===== config.mk =====
export PLATFORM = sky130hd
export DESIGN_NAME = stopwatch_counter_flat
export DESIGN_NICKNAME = d
export VERILOG_FILES = /design/src/rtl/stopwatch_pkg.sv /design/src/rtl/stopwatch_counter_if.sv /design/src/rtl/button_conditioner.sv /design/src/rtl/stopwatch_counter.sv /design/src/flat_wrapper.sv
export SDC_FILE = /design/constraint.sdc
export NUM_CORES = 1
export LEC_CHECK = 0
export CAP_MARGIN = 20
export CORE_AREA = 3 3 123 125
export CTS_CLUSTER_DIAMETER = 150
export DETAILED_ROUTE_END_ITERATION = 8
export DIE_AREA = 0 0 126 128
export PLACE_DENSITY = 0.58
export SYNTH_ARGS = -nofsm -noshare
export SYNTH_HDL_FRONTEND = slang
export SYNTH_SLANG_ARGS = --single-unit
export TNS_END_PERCENT = 10

===== constraint.sdc =====
create_clock -name clk -period 2.2 [get_ports clk]
set_clock_uncertainty 0.2 [all_clocks]
set_input_delay 0.55 -clock clk [delete_from_list [all_inputs] [get_ports clk]]
set_output_delay 0.55 -clock clk [all_outputs]
set_load 0.01 [all_outputs]

===== src/rtl/stopwatch_pkg.sv =====
// Shared definitions for the stopwatch counter: FSM encoding, value width
// and the wrap-around step used on every tick.
package stopwatch_pkg;

   localparam int VALUE_W = 16;

   typedef enum logic [1:0] {
      IDLE  = 2'd0,
      RUN   = 2'd1,
      PAUSE = 2'd2
   } sw_state_e;

   // One count step in either direction, wrapping between 0 and max_value.
   function automatic logic [VALUE_W-1:0] next_value(
      input logic [VALUE_W-1:0] cur,
      input logic               down,
      input logic [VALUE_W-1:0] max_value
   );
      logic [VALUE_W-1:0] res;
      if (down) begin
         res = (cur == '0) ? max_value : cur - VALUE_W'(1);
      end else begin
         res = (cur == max_value) ? '0 : cur + VALUE_W'(1);
      end
      return res;
   endfunction

endpackage


===== src/rtl/stopwatch_counter_if.sv =====
// Board-side signal bundle of the stopwatch: raw controls in, count,
// run flag and display refresh clock out.
interface stopwatch_counter_if;
   import stopwatch_pkg::*;

   logic               btn_start_n;
   logic               btn_clear_n;
   logic               count_down;
   logic [VALUE_W-1:0] value;
   logic               running;
   logic               sel_clk;

   modport master (
      output btn_start_n, btn_clear_n, count_down,
      input  value, running, sel_clk
   );

   modport slave (
      input  btn_start_n, btn_clear_n, count_down,
      output value, running, sel_clk
   );

endinterface


===== src/rtl/button_conditioner.sv =====
// Raw active-low push button -> synchronized, debounced pressed level plus a
// single-cycle pulse on each accepted press.
module button_conditioner #(
   parameter int DEBOUNCE_CYCLES = 120000
) (
   input  logic clk,
   input  logic rst_n,
   input  logic btn_n,
   output logic pressed,
   output logic press
);

   localparam int              CNT_W    = $clog2(DEBOUNCE_CYCLES + 1);
   localparam logic [CNT_W-1:0] CNT_LAST = CNT_W'(DEBOUNCE_CYCLES - 1);

   logic             sync1_q, sync2_q;
   logic             level_q, level_d;
   logic             press_q, press_d;
   logic [CNT_W-1:0] cnt_q, cnt_d;
   logic             raw_pressed;

   assign raw_pressed = ~sync2_q;

   // Any cycle where the input agrees with the accepted level restarts the count.
   always_comb begin
      level_d = level_q;
      cnt_d   = '0;
      if (raw_pressed != level_q) begin
         if (cnt_q == CNT_LAST) begin
            level_d = raw_pressed;
         end else begin
            cnt_d = cnt_q + CNT_W'(1);
         end
      end
      press_d = level_d & ~level_q;
   end

   always_ff @(posedge clk or negedge rst_n) begin
      if (!rst_n) begin
         sync1_q <= 1'b1;
         sync2_q <= 1'b1;
         level_q <= 1'b0;
         cnt_q   <= '0;
         press_q <= 1'b0;
      end else begin
         sync1_q <= btn_n;
         sync2_q <= sync1_q;
         level_q <= level_d;
         cnt_q   <= cnt_d;
         press_q <= press_d;
      end
   end

   assign pressed = level_q;
   assign press   = press_q;

endmodule


===== src/rtl/stopwatch_counter.sv =====
// Stopwatch core: start/pause/clear FSM, tick prescaler, wrapping up/down
// counter and a free-running digit-select clock for the display stage.
module stopwatch_counter
   import stopwatch_pkg::*;
#(
   parameter int CLK_HZ          = 12000000,
   parameter int TICK_HZ         = 100,
   parameter int MAX_VALUE       = 9999,
   parameter int DEBOUNCE_CYCLES = 120000,
   parameter int SEL_DIV         = 3000
) (
   input  logic                clk,
   input  logic                rst_n,
   stopwatch_counter_if.slave  io
);

   localparam int                 PRESCALE = CLK_HZ / TICK_HZ;
   localparam int                 PS_W     = $clog2(PRESCALE);
   localparam logic [PS_W-1:0]    PS_LAST  = PS_W'(PRESCALE - 1);
   localparam int                 SEL_W    = $clog2(SEL_DIV + 1);
   localparam logic [SEL_W-1:0]   SEL_LAST = SEL_W'(SEL_DIV - 1);
   localparam logic [VALUE_W-1:0] MAX_V    = VALUE_W'(MAX_VALUE);

   logic start_level, start_press;
   logic clear_level, clear_press;
   logic unused_levels;

   button_conditioner #(.DEBOUNCE_CYCLES(DEBOUNCE_CYCLES)) u_start (
      .clk     (clk),
      .rst_n   (rst_n),
      .btn_n   (io.btn_start_n),
      .pressed (start_level),
      .press   (start_press)
   );

   button_conditioner #(.DEBOUNCE_CYCLES(DEBOUNCE_CYCLES)) u_clear (
      .clk     (clk),
      .rst_n   (rst_n),
      .btn_n   (io.btn_clear_n),
      .pressed (clear_level),
      .press   (clear_press)
   );

   assign unused_levels = start_level ^ clear_level;

   logic               dir_sync1_q, dir_sync2_q;
   sw_state_e          state_q, state_d;
   logic               running_q, running_d;
   logic [PS_W-1:0]    prescaler_q, prescaler_d;
   logic [VALUE_W-1:0] value_q, value_d;
   logic [SEL_W-1:0]   sel_cnt_q, sel_cnt_d;
   logic               sel_clk_q, sel_clk_d;
   logic               tick;

   assign tick = (state_q == RUN) && (prescaler_q == PS_LAST);

   // Clear outranks start; a start press on a tick still applies that tick.
   always_comb begin
      state_d     = state_q;
      value_d     = value_q;
      prescaler_d = prescaler_q;
      if (clear_press) begin
         state_d     = IDLE;
         value_d     = '0;
         prescaler_d = '0;
      end else begin
         case (state_q)
            IDLE: begin
               value_d     = '0;
               prescaler_d = '0;
               if (start_press) state_d = RUN;
            end
            RUN: begin
               prescaler_d = tick ? '0 : prescaler_q + PS_W'(1);
               if (tick) value_d = next_value(value_q, dir_sync2_q, MAX_V);
               if (start_press) state_d = PAUSE;
            end
            PAUSE: begin
               if (start_press) state_d = RUN;
            end
            default: begin
               state_d     = IDLE;
               value_d     = '0;
               prescaler_d = '0;
            end
         endcase
      end
      running_d = (state_d == RUN);

      sel_cnt_d = sel_cnt_q + SEL_W'(1);
      sel_clk_d = sel_clk_q;
      if (sel_cnt_q == SEL_LAST) begin
         sel_cnt_d = '0;
         sel_clk_d = ~sel_clk_q;
      end
   end

   always_ff @(posedge clk or negedge rst_n) begin
      if (!rst_n) begin
         dir_sync1_q <= 1'b0;
         dir_sync2_q <= 1'b0;
         state_q     <= IDLE;
         running_q   <= 1'b0;
         prescaler_q <= '0;
         value_q     <= '0;
         sel_cnt_q   <= '0;
         sel_clk_q   <= 1'b0;
      end else begin
         dir_sync1_q <= io.count_down;
         dir_sync2_q <= dir_sync1_q;
         state_q     <= state_d;
         running_q   <= running_d;
         prescaler_q <= prescaler_d;
         value_q     <= value_d;
         sel_cnt_q   <= sel_cnt_d;
         sel_clk_q   <= sel_clk_d;
      end
   end

   assign io.value   = value_q;
   assign io.running = running_q;
   assign io.sel_clk = sel_clk_q;

endmodule

===== src/flat_wrapper.sv =====
// flat-port wrapper written by rule: the top's interface ports become plain ports
module stopwatch_counter_flat import stopwatch_pkg::*;
#(
   parameter int CLK_HZ          = 12000000,
   parameter int TICK_HZ         = 100,
   parameter int MAX_VALUE       = 9999,
   parameter int DEBOUNCE_CYCLES = 120000,
   parameter int SEL_DIV         = 3000
)
  (clk, rst_n, io_btn_start_n, io_btn_clear_n, io_count_down, io_value, io_running, io_sel_clk);
  stopwatch_counter_if io_i ();
  input  logic clk;
  input  logic rst_n;
  input wire logic [$bits(io_i.btn_start_n)-1:0] io_btn_start_n;
  input wire logic [$bits(io_i.btn_clear_n)-1:0] io_btn_clear_n;
  input wire logic [$bits(io_i.count_down)-1:0] io_count_down;
  output wire logic [$bits(io_i.value)-1:0] io_value;
  output wire logic [$bits(io_i.running)-1:0] io_running;
  output wire logic [$bits(io_i.sel_clk)-1:0] io_sel_clk;
  assign io_i.btn_start_n = io_btn_start_n;
  assign io_i.btn_clear_n = io_btn_clear_n;
  assign io_i.count_down = io_count_down;
  assign io_value = io_i.value;
  assign io_running = io_i.running;
  assign io_sel_clk = io_i.sel_clk;
  stopwatch_counter #(.CLK_HZ(CLK_HZ), .TICK_HZ(TICK_HZ), .MAX_VALUE(MAX_VALUE), .DEBOUNCE_CYCLES(DEBOUNCE_CYCLES), .SEL_DIV(SEL_DIV)) u_core (.clk(clk), .rst_n(rst_n), .io(io_i));
endmodule

==> flow_summary.yaml, run 1 <==
critical_path:
  path_max_fanout: 10
  crit_type: "reg -> reg"
  critPathLaunchType: "register"
  crit_required_ns: 2.23
  rrSetupSlack_ns: 0.03
  endpoint_kind: "register"
  r2r-start: "u_core.prescaler_q[11]$_DFFE_PN0P_"
  r2r_cells: 5
  crit_arrival_ns: 2.20
  startpoint: "u_core.prescaler_q[11]$_DFFE_PN0P_"
  r2r-end: "u_core.io.value[10]$_DFFE_PN0P_"
clock_tree:
  cts_tree: "done"
  cts_htree_levels: 3
  numClockSinks: 93
  cts_root_buf: "clkbuf_16"
  cts.path.max_buffers: 2
  clk_pin_slew_ns: 0.07
  cts_buffers: 9
  clk_latency_ns: 0.34
power_and_ir_drop:
  p_leak_nw: 2.87
  p_total_mw: 3.55
  p_int_mw: 2.80
  switching_share_pct: 21.1
  seq_power_share_pct: 49.0
  clock_power_share_pct: 47.8
  pwr_density_cell_nw_per_um2: 568
  power.switching_mw: 0.749
  p_comb_share_pct: 3.2
  peakVddDrop_uv: 547
synthesis:
  synth_compound_area_share_pct: 11.4
  avgSynthCellArea_um2: 9.29
  synth_edf_count: 0
  muxShareOfSynthArea_pct: 0.205
  yosys_warnings: 0
  synthesis.area_um2: 4880
  synth_top_family_by_area: "simple AND/OR/NAND/NOR gates"
  ys.flop_type: "dfrtp_1"
  ys_ff_latch: 93
  synthAdderAreaFrac_pct: 1.54
  yosys-top-cells-area: "dfrtp_1, xor2_1, nor2_1, nand3_1, nand2_1"
  synth.distinct_cells: 57
  async_flop_share_pct: 100
  synth_seq_area_share_pct: 47.8
  synthSimpleGateAreaFrac_pct: 26.8
  netlist_instances: 525
  synth_area_leader_cell: "dfrtp_1"
  synthesis.nets: 536
  synthXorXnorAreaFrac_pct: 9.34
  synth_top_area_share_pct: 45.7
timing:
  fin_crit_ns: 2.17
  max-slew-margin-rel_pct: 62.6
  finalCritPeriodShare_pct: 98.6
  max_freq_ghz: 0.461
  rsz0062_at_grt: "true"
  worst_slew_pin_slew_ns: 0.562
  hold_viol: 0
  drv_slew: 0
  setup_violations: 0
  finalSetupTns_ns: 0
route:
  wl_mm: 11.6
  firstDrtPassIters: 5
  route.detailed.drc: 0
  vias_per_cell: 5.22
  routedWlPerCell_um: 14.7
  first_iter_violations: 397
  vias: 4120
  final_antenna_net_count: 0
global_routing:
  grt_pass1_wl_mm: 19.0
  grt_usage_pct: 14.5
  antenna_found_initial: 0
  grt_max_degree: 44
  grt_pass1_vias: 3985
  grt_overflow: 0
placed_design:
  dp_cells: 772
  hpwl_mm: 8.00
  gp_congestion: 0.896
  placed_area_um2: 5750
  portBuffers: 22
cells_and_area:
  final_cell_area_um2: 6250
  layoutNonFillerInstCount: 789
  area_growth_pct: 28.2
  mostFrequentLayoutCells: "dfrtp_1, nor2_1, buf_4"
  fin_util_pct: 44.7
  layout_commonest_cell: "dfrtp_1"
  num_antenna_cells: 0
  nets: 615
  drive_gt1_share_pct: 19.5
die:
  die_w_um: 126
  rows: 43
  io_pins: 23
  core_area_um2: 14000
  die_h_um: 128
  die-area_um2: 16100
  initial_utilization_pct: 34.9
outcome:
  status: "complete, no violations"
hold_path:
  whs_path_depth: 0
  min_from: "u_core.dir_sync1_q$_DFF_PN0_"
  worstHoldEndpoint: "u_core.dir_sync2_q$_DFF_PN0_"
  hold_class: "reg -> reg"
flow_run:
  cap_violations: 0
[power groups by stage]
stage | sequential (mW) | clock, mW | combinational [mW]
floorplan | 1.77 | 0 | 0.0397
global placement | 1.77 | 0 | 0.105
detailed placement | 1.77 | 0 | 0.109
CTS | 1.74 | 1.76 | 0.111
global route | 1.74 | 1.82 | 0.129
finish | 1.74 | 1.70 | 0.112
[cell usage after synthesis (5+ instances only)]
library cell	instances
a21oi_1	12
nand2_1	47
xnor2_1	19
or3_1	6
nor4_1	9
dfrtp_1	89
and4_1	5
ha_1	6
buf_2	8
nor2_1	70
nor3_1	18
o21ai_0	33
nand4_1	11
o22ai_1	6
clkbuf_1	12
xor2_1	33
nand2b_1	5
nand3_1	44
a31oi_1	5
inv_1	14
and3_1	12
[per-stage QoR]
stage | worst slack [ns] | hold slack (ns)
2_1_floorplan | -0.0369 | 0.0544
3_3_place_gp | -0.0164 | 0.138
3_5_place_dp | -0.000121 | 0.149
4_1_cts | -0.00267 | 0.159
5_1_grt | -0.0545 | 0.164
6_report | 0.0303 | 0.157
[kinds of logic (layout without fill, tap and decap cells)]
family / count (synthesis) / count (layout)
adder cells (fa/ha/maj): 6 / 6
XOR/XNOR: 52 / 52
AO/OA/AOI/OAI: 86 / 86
AND/OR/NAND/NOR: 253 / 253
buffers and inverters: 34 / 118
flip-flops: 93 / 93
multiplexers: 1 / 1
[metal layers]
metal / global-route usage, % / part of all wire, % / up-vias
li1: - / - / 2021
met1: 18.7 / 46 / 1981
met2: 24.2 / 49 / 98
met3: 3.33 / 3.7 / 20
met4: 4.48 / 1.7 / 0
met5: 0 / 0 / -
[sequential cells by signal, indices dropped and copies added, names as in the netlist, 2 cells and up]
name and count:
u_core.sel_cnt_q 12, u_core.io.value 16, u_core.prescaler_q 17, u_core.state_q 2, u_core.u_start.cnt_q 17, u_core.u_clear.cnt_q 17
[worst max-delay path, stage by stage, from the launching register on]
cell     delay (ns)
dfrtp_1        0.39
nor3b_2        0.22
or4b_4         0.52
o21ai_4        0.18
nand2_4        0.13
a221o_2        0.42
[what timing repair did]
| action | CTS | global route |
|---|---|---|
| hold buffers | 1 | 0 |
| pin swaps | 0 | 8 |
| setup buffers | 0 | 0 |
| endpoints found under the setup margin | 9 | 24 |
| resized for setup | 12 | 34 |
| hold endpoints to repair | 20 | 0 |
[how the worst max path moves through the flow]
stage                                 endpoint  cells past startpoint
3_5_place_dp   u_core.io.value[14]$_DFFE_PN0P_                      9
3_3_place_gp   u_core.io.value[14]$_DFFE_PN0P_                      9
6_report       u_core.io.value[10]$_DFFE_PN0P_                      5
4_1_cts                            io_value[5]                      2
5_1_grt         u_core.io.value[4]$_DFFE_PN0P_                      6
2_1_floorplan   u_core.io.value[5]$_DFFE_PN0P_                      8
[cell type report]
cell class | instances | area [µm²]
flip-flops and latches | 93 | 2340
fillers | 1350 | 7740
repair buffers | 88 | 761
clock inverters | 4 | 77.6
inverters | 14 | 52.6
well taps | 180 | 225
clock buffers | 12 | 246
multi-input cells | 398 | 2550
(Power assumes the default switching activity.)
==> run 2: changes to the inputs <==
--- a/config.mk
+++ b/config.mk
@@ -6,11 +6,13 @@
 export NUM_CORES = 1
 export LEC_CHECK = 0
 export CAP_MARGIN = 20
+export CELL_PAD_IN_SITES_DETAIL_PLACEMENT = 0
+export CELL_PAD_IN_SITES_GLOBAL_PLACEMENT = 2
 export CORE_AREA = 3 3 123 125
 export CTS_CLUSTER_DIAMETER = 150
 export DETAILED_ROUTE_END_ITERATION = 8
 export DIE_AREA = 0 0 126 128
-export PLACE_DENSITY = 0.58
+export PLACE_DENSITY = 0.81
 export SYNTH_ARGS = -nofsm -noshare
 export SYNTH_HDL_FRONTEND = slang
 export SYNTH_SLANG_ARGS = --single-unit
==> run 2 against run 1 <==
Compared with the run above:
- final area rose by 0.16%
- largest cell class unchanged
- non-clock buffer count rose by 11
- largest power group unchanged
- critical path depth rose by 2
- global-route usage rose by 0.35 points
- die area did not move
- fmax fell by 0.65%
- setup slack got worse by 0.014 ns
- cell count rose by 1.4%
- sequential share of layout area fell by 0.10 points
- combinational power fell by 5%
==> flow_summary.yaml, run 2 (synthesis gave the netlist of run 1 again) <==
cells_and_area:
  reg.largest.list: "u_core.prescaler_q (17), u_core.u_clear.cnt_q (17), u_core.u_start.cnt_q (17)"
  area_growth_pct: 28.4
  mostFrequentLayoutCells: "dfrtp_1, buf_4, nor2_1"
  fin_util_pct: 44.8
  num_antenna_cells: 0
  nets: 626
  drive_gt1_share_pct: 20.3
  layout_commonest_cell: "dfrtp_1"
power_and_ir_drop:
  p_int_mw: 2.65
  peakVddDrop_uv: 602
  seq_power_share_pct: 51.0
  pwr_density_cell_nw_per_um2: 546
  p_leak_nw: 2.84
  clock_power_share_pct: 45.9
  switching_share_pct: 22.3
  p_comb_share_pct: 3.1
  power.switching_mw: 0.763
critical_path:
  path_cells: "nor3b_2, or4b_4, nor3_4, buf_4, buf_6, o2111ai_1, nand3_1"
  r2r-start: "u_core.prescaler_q[8]$_DFFE_PN0P_"
  path_max_fanout: 4
  r2r-end: "u_core.io.value[3]$_DFFE_PN0P_"
  crit_arrival_ns: 2.26
  crit_type: "reg -> reg"
  max_stage_delay_ns: 0.53
  rrSetupSlack_ns: 0.02
  cpLargestDelayFamily: "simple AND/OR/NAND/NOR gates"
  crit_required_ns: 2.27
  slowest_stage: "or4b_4"
  endpoint_kind: "register"
  r2r_cells: 7
  path_buf_inv: 2
  critPathLaunchType: "register"
die:
  core_area_um2: 14000
  die-area_um2: 16100
  die_h_um: 128
  die_w_um: 126
  rows: 43
  initial_utilization_pct: 34.9
  io_pins: 23
timing:
  hold_viol: 0
  finalCritPeriodShare_pct: 99.3
  max_freq_ghz: 0.458
  fin_crit_ns: 2.18
  setup_ws_ns: 0.0162
  max-slew-margin-rel_pct: 69.4
  setup_violations: 0
  worst_slew_pin_slew_ns: 0.459
  drv_slew: 0
  rsz0062_at_grt: "true"
route:
  wl_mm: 11.4
  final_antenna_net_count: 0
  routedWlPerCell_um: 14.3
  route.detailed.drc: 0
  vias: 4145
  first_iter_violations: 214
  vias_per_cell: 5.18
  firstDrtPassIters: 4
clock_tree:
  cts_tree: "done"
  clk_pin_slew_ns: 0.07
  cts.path.max_buffers: 2
  cts_root_buf: "clkbuf_16"
  numClockSinks: 93
  cts_htree_levels: 3
  clk_latency_ns: 0.35
  cts_buffers: 9
global_routing:
  grt_pass1_vias: 4061
  grt_pass1_wl_mm: 19.5
  grt_usage_pct: 14.8
  grt_max_degree: 54
  grt_overflow: 0
  antenna_found_initial: 0
placed_design:
  gp_congestion: 0.852
  portBuffers: 22
  hpwl_mm: 8.24
  pre_cts_slack_ns: -0.00253
outcome:
  status: "complete, no violations"
hold_path:
  worstHoldEndpoint: "u_core.dir_sync2_q$_DFF_PN0_"
  whs_path_depth: 0
  min_from: "u_core.dir_sync1_q$_DFF_PN0_"
  hold_class: "reg -> reg"
flow_run:
  cap_violations: 0
run 2: changes by cell type in the layout (fill, tap and decap cells not counted), sizes merged:
cell	before	now
buf	66	77
bufinv	2	1
clkbuf	12	10
clkdlybuf4s50	10	12
clkinv	0	2
dlymetal6s2s	6	4
inv	16	17
run 2: cell type report:
cell class	count	area, µm²
clock buffers	10	229
clock inverters	6	66.3
fillers	1350	7730
inverters	14	52.6
multi-input cells	398	2500
flip-flops and latches	93	2340
well taps	180	225
repair buffers	99	851
run 2: what timing repair did:
action | in CTS | in global routing
endpoints found under the setup margin | 13 | 24
endpoints found under the hold margin | 17 | 0
buffers inserted | 1 | 3
pin swaps | 1 | 6
resized for setup | 12 | 26
hold buffers | 1 | 0
run 2: how the worst max path moves through the flow:
| stage | cells past startpoint | to | from |
|---|---|---|---|
| finish | 7 | u_core.io.value[3]$_DFFE_PN0P_ | u_core.prescaler_q[8]$_DFFE_PN0P_ |
| global route | 10 | u_core.io.value[14]$_DFFE_PN0P_ | u_core.io.value[1]$_DFFE_PN0P_ |
| CTS | 6 | u_core.io.value[4]$_DFFE_PN0P_ | u_core.prescaler_q[8]$_DFFE_PN0P_ |
| detailed placement | 6 | u_core.io.value[4]$_DFFE_PN0P_ | u_core.prescaler_q[8]$_DFFE_PN0P_ |
| global placement | 6 | u_core.io.value[4]$_DFFE_PN0P_ | u_core.io.value[14]$_DFFE_PN0P_ |
| floorplan | 8 | u_core.io.value[5]$_DFFE_PN0P_ | u_core.io.value[0]$_DFFE_PN0P_ |
run 2: power by group through the flow:
| stage | Sequential (mW) | Clock (mW) | Combinational (mW) |
|---|---|---|---|
| 2_1_floorplan | 1.77 | 0 | 0.0397 |
| 4_1_cts | 1.74 | 1.64 | 0.108 |
| 3_5_place_dp | 1.77 | 0 | 0.106 |
| 6_report | 1.74 | 1.57 | 0.106 |
| 5_1_grt | 1.74 | 1.70 | 0.122 |
| 3_3_place_gp | 1.77 | 0 | 0.104 |
run 2: per-stage QoR:
stage	instance area [µm²]	TNS (ns)	cells	power, mW	hold WS (ns)
after floorplan	4880	-0.0696	525	1.81	0.0544
after global placement	5820	-0.0875	779	1.88	0.141
after global routing	6260	-0.386	800	3.57	0.151
final	6260	0	800	3.42	0.144
after detailed placement	5820	-0.00253	779	1.88	0.137
after CTS	6150	-0.0244	797	3.48	0.150
run 2: layer usage:
metal  part of all wire [%]  global-route usage (%)  up-vias
met2                     48                    24.7       70
met5                      0                       0        -
met1                     46                    18.7     2014
met3                    3.1                    3.29       17
li1                       -                       -     2044
met4                    2.3                    5.87        0
==> run 3: changes to the inputs <==
--- a/config.mk
+++ b/config.mk
@@ -10,6 +10,7 @@
 export CELL_PAD_IN_SITES_GLOBAL_PLACEMENT = 2
 export CORE_AREA = 3 3 123 125
 export CTS_CLUSTER_DIAMETER = 150
+export CTS_CLUSTER_SIZE = 24
 export DETAILED_ROUTE_END_ITERATION = 8
 export DIE_AREA = 0 0 126 128
 export PLACE_DENSITY = 0.81
==> results of run 3 <==
Same layout as run 2: the final DEF is identical, and so are final timing and power.
==> patch, RTL diff (config.mk and constraints of run 3) <==
`SEL_DIV` is set to 3000 in 2 places; all go to 1500.
--- a/src/rtl/stopwatch_counter.sv
+++ b/src/rtl/stopwatch_counter.sv
@@ -7,7 +7,7 @@
    parameter int TICK_HZ         = 100,
    parameter int MAX_VALUE       = 9999,
    parameter int DEBOUNCE_CYCLES = 120000,
-   parameter int SEL_DIV         = 3000
+   parameter int SEL_DIV         = 1500
 ) (
    input  logic                clk,
    input  logic                rst_n,
--- a/src/flat_wrapper.sv
+++ b/src/flat_wrapper.sv
@@ -5,7 +5,7 @@
    parameter int TICK_HZ         = 100,
    parameter int MAX_VALUE       = 9999,
    parameter int DEBOUNCE_CYCLES = 120000,
-   parameter int SEL_DIV         = 3000
+   parameter int SEL_DIV         = 1500
 )
   (clk, rst_n, io_btn_start_n, io_btn_clear_n, io_count_down, io_value, io_running, io_sel_clk);
   stopwatch_counter_if io_i ();
Check against the original RTL: same outputs for any inputs over 10 cycles, from zero or initial values and one cycle with rst_n low; that may be too few to reach the edited logic, so the function may still have changed.
==> patch against run 3 <==
The flow now finishes with violations (negative setup slack). Routed wire length grew 10%. Sequential cell count shrank 1. Cell area grew 1.3%. Worst setup slack lost 0.11 ns. Power grew 4.7%. Count of clock-buffer cells in the layout is the same. Area after synthesis grew 4.2%. First-iteration DRC count grew 24%. Maximum frequency shrank 4.8%. Critical path type unchanged.
==> patch: results (changes against run 3) <==
[pwr]
p_leak_nw=2.851  ; +0.30%
p_int_w=0.002787  ; +5.0%
ir_drop_uv=328.2  ; -45%

[place]
place_congestion=0.9011  ; +5.7%
place_inst=785  ; +0.77%
pre_cts_slack_ns=-0.03696  ; -0.03443 ns
dp_hpwl_um=9015  ; +9.4%
dpl_cell_area_um2=5943  ; +2.2%

[route]
via_per_inst=5.375  ; +3.7%
routed-wl-met2_um=5888  ; +6.5%
drt-initial-drc-count=265  ; +24%
dr.pass1.iters=5  ; +1
top_layer=met4
wl_met3_um=508  ; +44%
wl_per_cell_um=15.66  ; +9.8%

[logic_synthesis]
synthesis.area_um2=5079  ; +4.2%
syn_inst=541  ; +3.0%
ys_seq_area_frac=0.4543  ; -0.02402
synth_nets=552  ; +3.0%
yosysWarnings=0  ; unchanged
synthTopCellsByCount=88 x dfrtp_1, 72 x nor2_1, 39 x nand2_1
yosysUniqueCellTypes=67  ; +18%
synthTopCellsByArea=dfrtp_1 43%, xor2_1 5.5%, nor2_1 5.3%

[final_layout]
inv_count=18  ; +4
bufAreaShareNonClock=0.1267  ; -0.009212
final_cell_area_um2=6342  ; +1.3%
num-fill-cells=1393  ; +3.2%
multi_input_area_share=0.4105  ; +0.01094
fin_cells=805  ; +0.63%
multi_input_cells=404  ; +1.5%
regArea_um2=2310  ; -1.1%
clkCellAreaFrac=0.05248  ; +0.005323

[outcome]
status=finished, violations left
violations=negative setup slack

[critical_path]
timing.rr.start=u_core.io.value[1]$_DFFE_PN0P_
path_max_fanout=5  ; +1
crit_arrival_ns=2.32  ; +0.06 ns
critPathMaxStageDelay_ns=0.48  ; -0.05 ns
r2r-end=u_core.io.value[7]$_DFFE_PN0P_

[grt]
grt_max_degree=36  ; -33%
grt_pass1_wl_um=21370  ; +9.7%
met2_usage=0.2560  ; +0.008764
grt_pass1_vias=4220  ; +3.9%
grt.met1_usage=0.2265  ; +0.03902
grt_util_met3=0.02458  ; -0.008333

[sta]
setup_tns_ns=-0.3848  ; -0.3848 ns
setup_slack_ns=-0.09422  ; -0.1104 ns
holdWs_ns=0.1501  ; +0.005823 ns
slew_headroom=0.6454  ; -0.04888
setup_viol=7  ; +7

[clock_tree]
cts_resized=13  ; +1
cts_sinks=92  ; -1.1%

patch: cell count changes in the layout (fill, tap and decap cells not counted), sizes merged, moves of 4 or more:
| cell | run 3 | this run |
|---|---|---|
| nand4 | 11 | 28 |
| o21ai | 35 | 21 |
| inv | 17 | 21 |
| or4 | 0 | 5 |
| o311ai | 0 | 4 |
| clkdlybuf4s50 | 12 | 8 |
| nand3 | 44 | 34 |
| nand2 | 49 | 40 |
| buf | 77 | 73 |
patch: power groups by stage:
stage	logic, W	registers, W	clock network, W
after floorplan	0.0000433	0.00175	0
after global placement	0.000111	0.00176	0
after CTS	0.000114	0.00172	0.00179
final	0.000110	0.00172	0.00174
after detailed placement	0.000112	0.00176	0
after global routing	0.000128	0.00173	0.00186
patch: kinds of logic after synthesis:
logic type,synth area share
simple gates,0.2853
flops,0.4543
compound gates,0.1064
xor+xnor,0.09313
buf+inv,0.04015
fa+ha+maj,0.01478
mux,0.005913
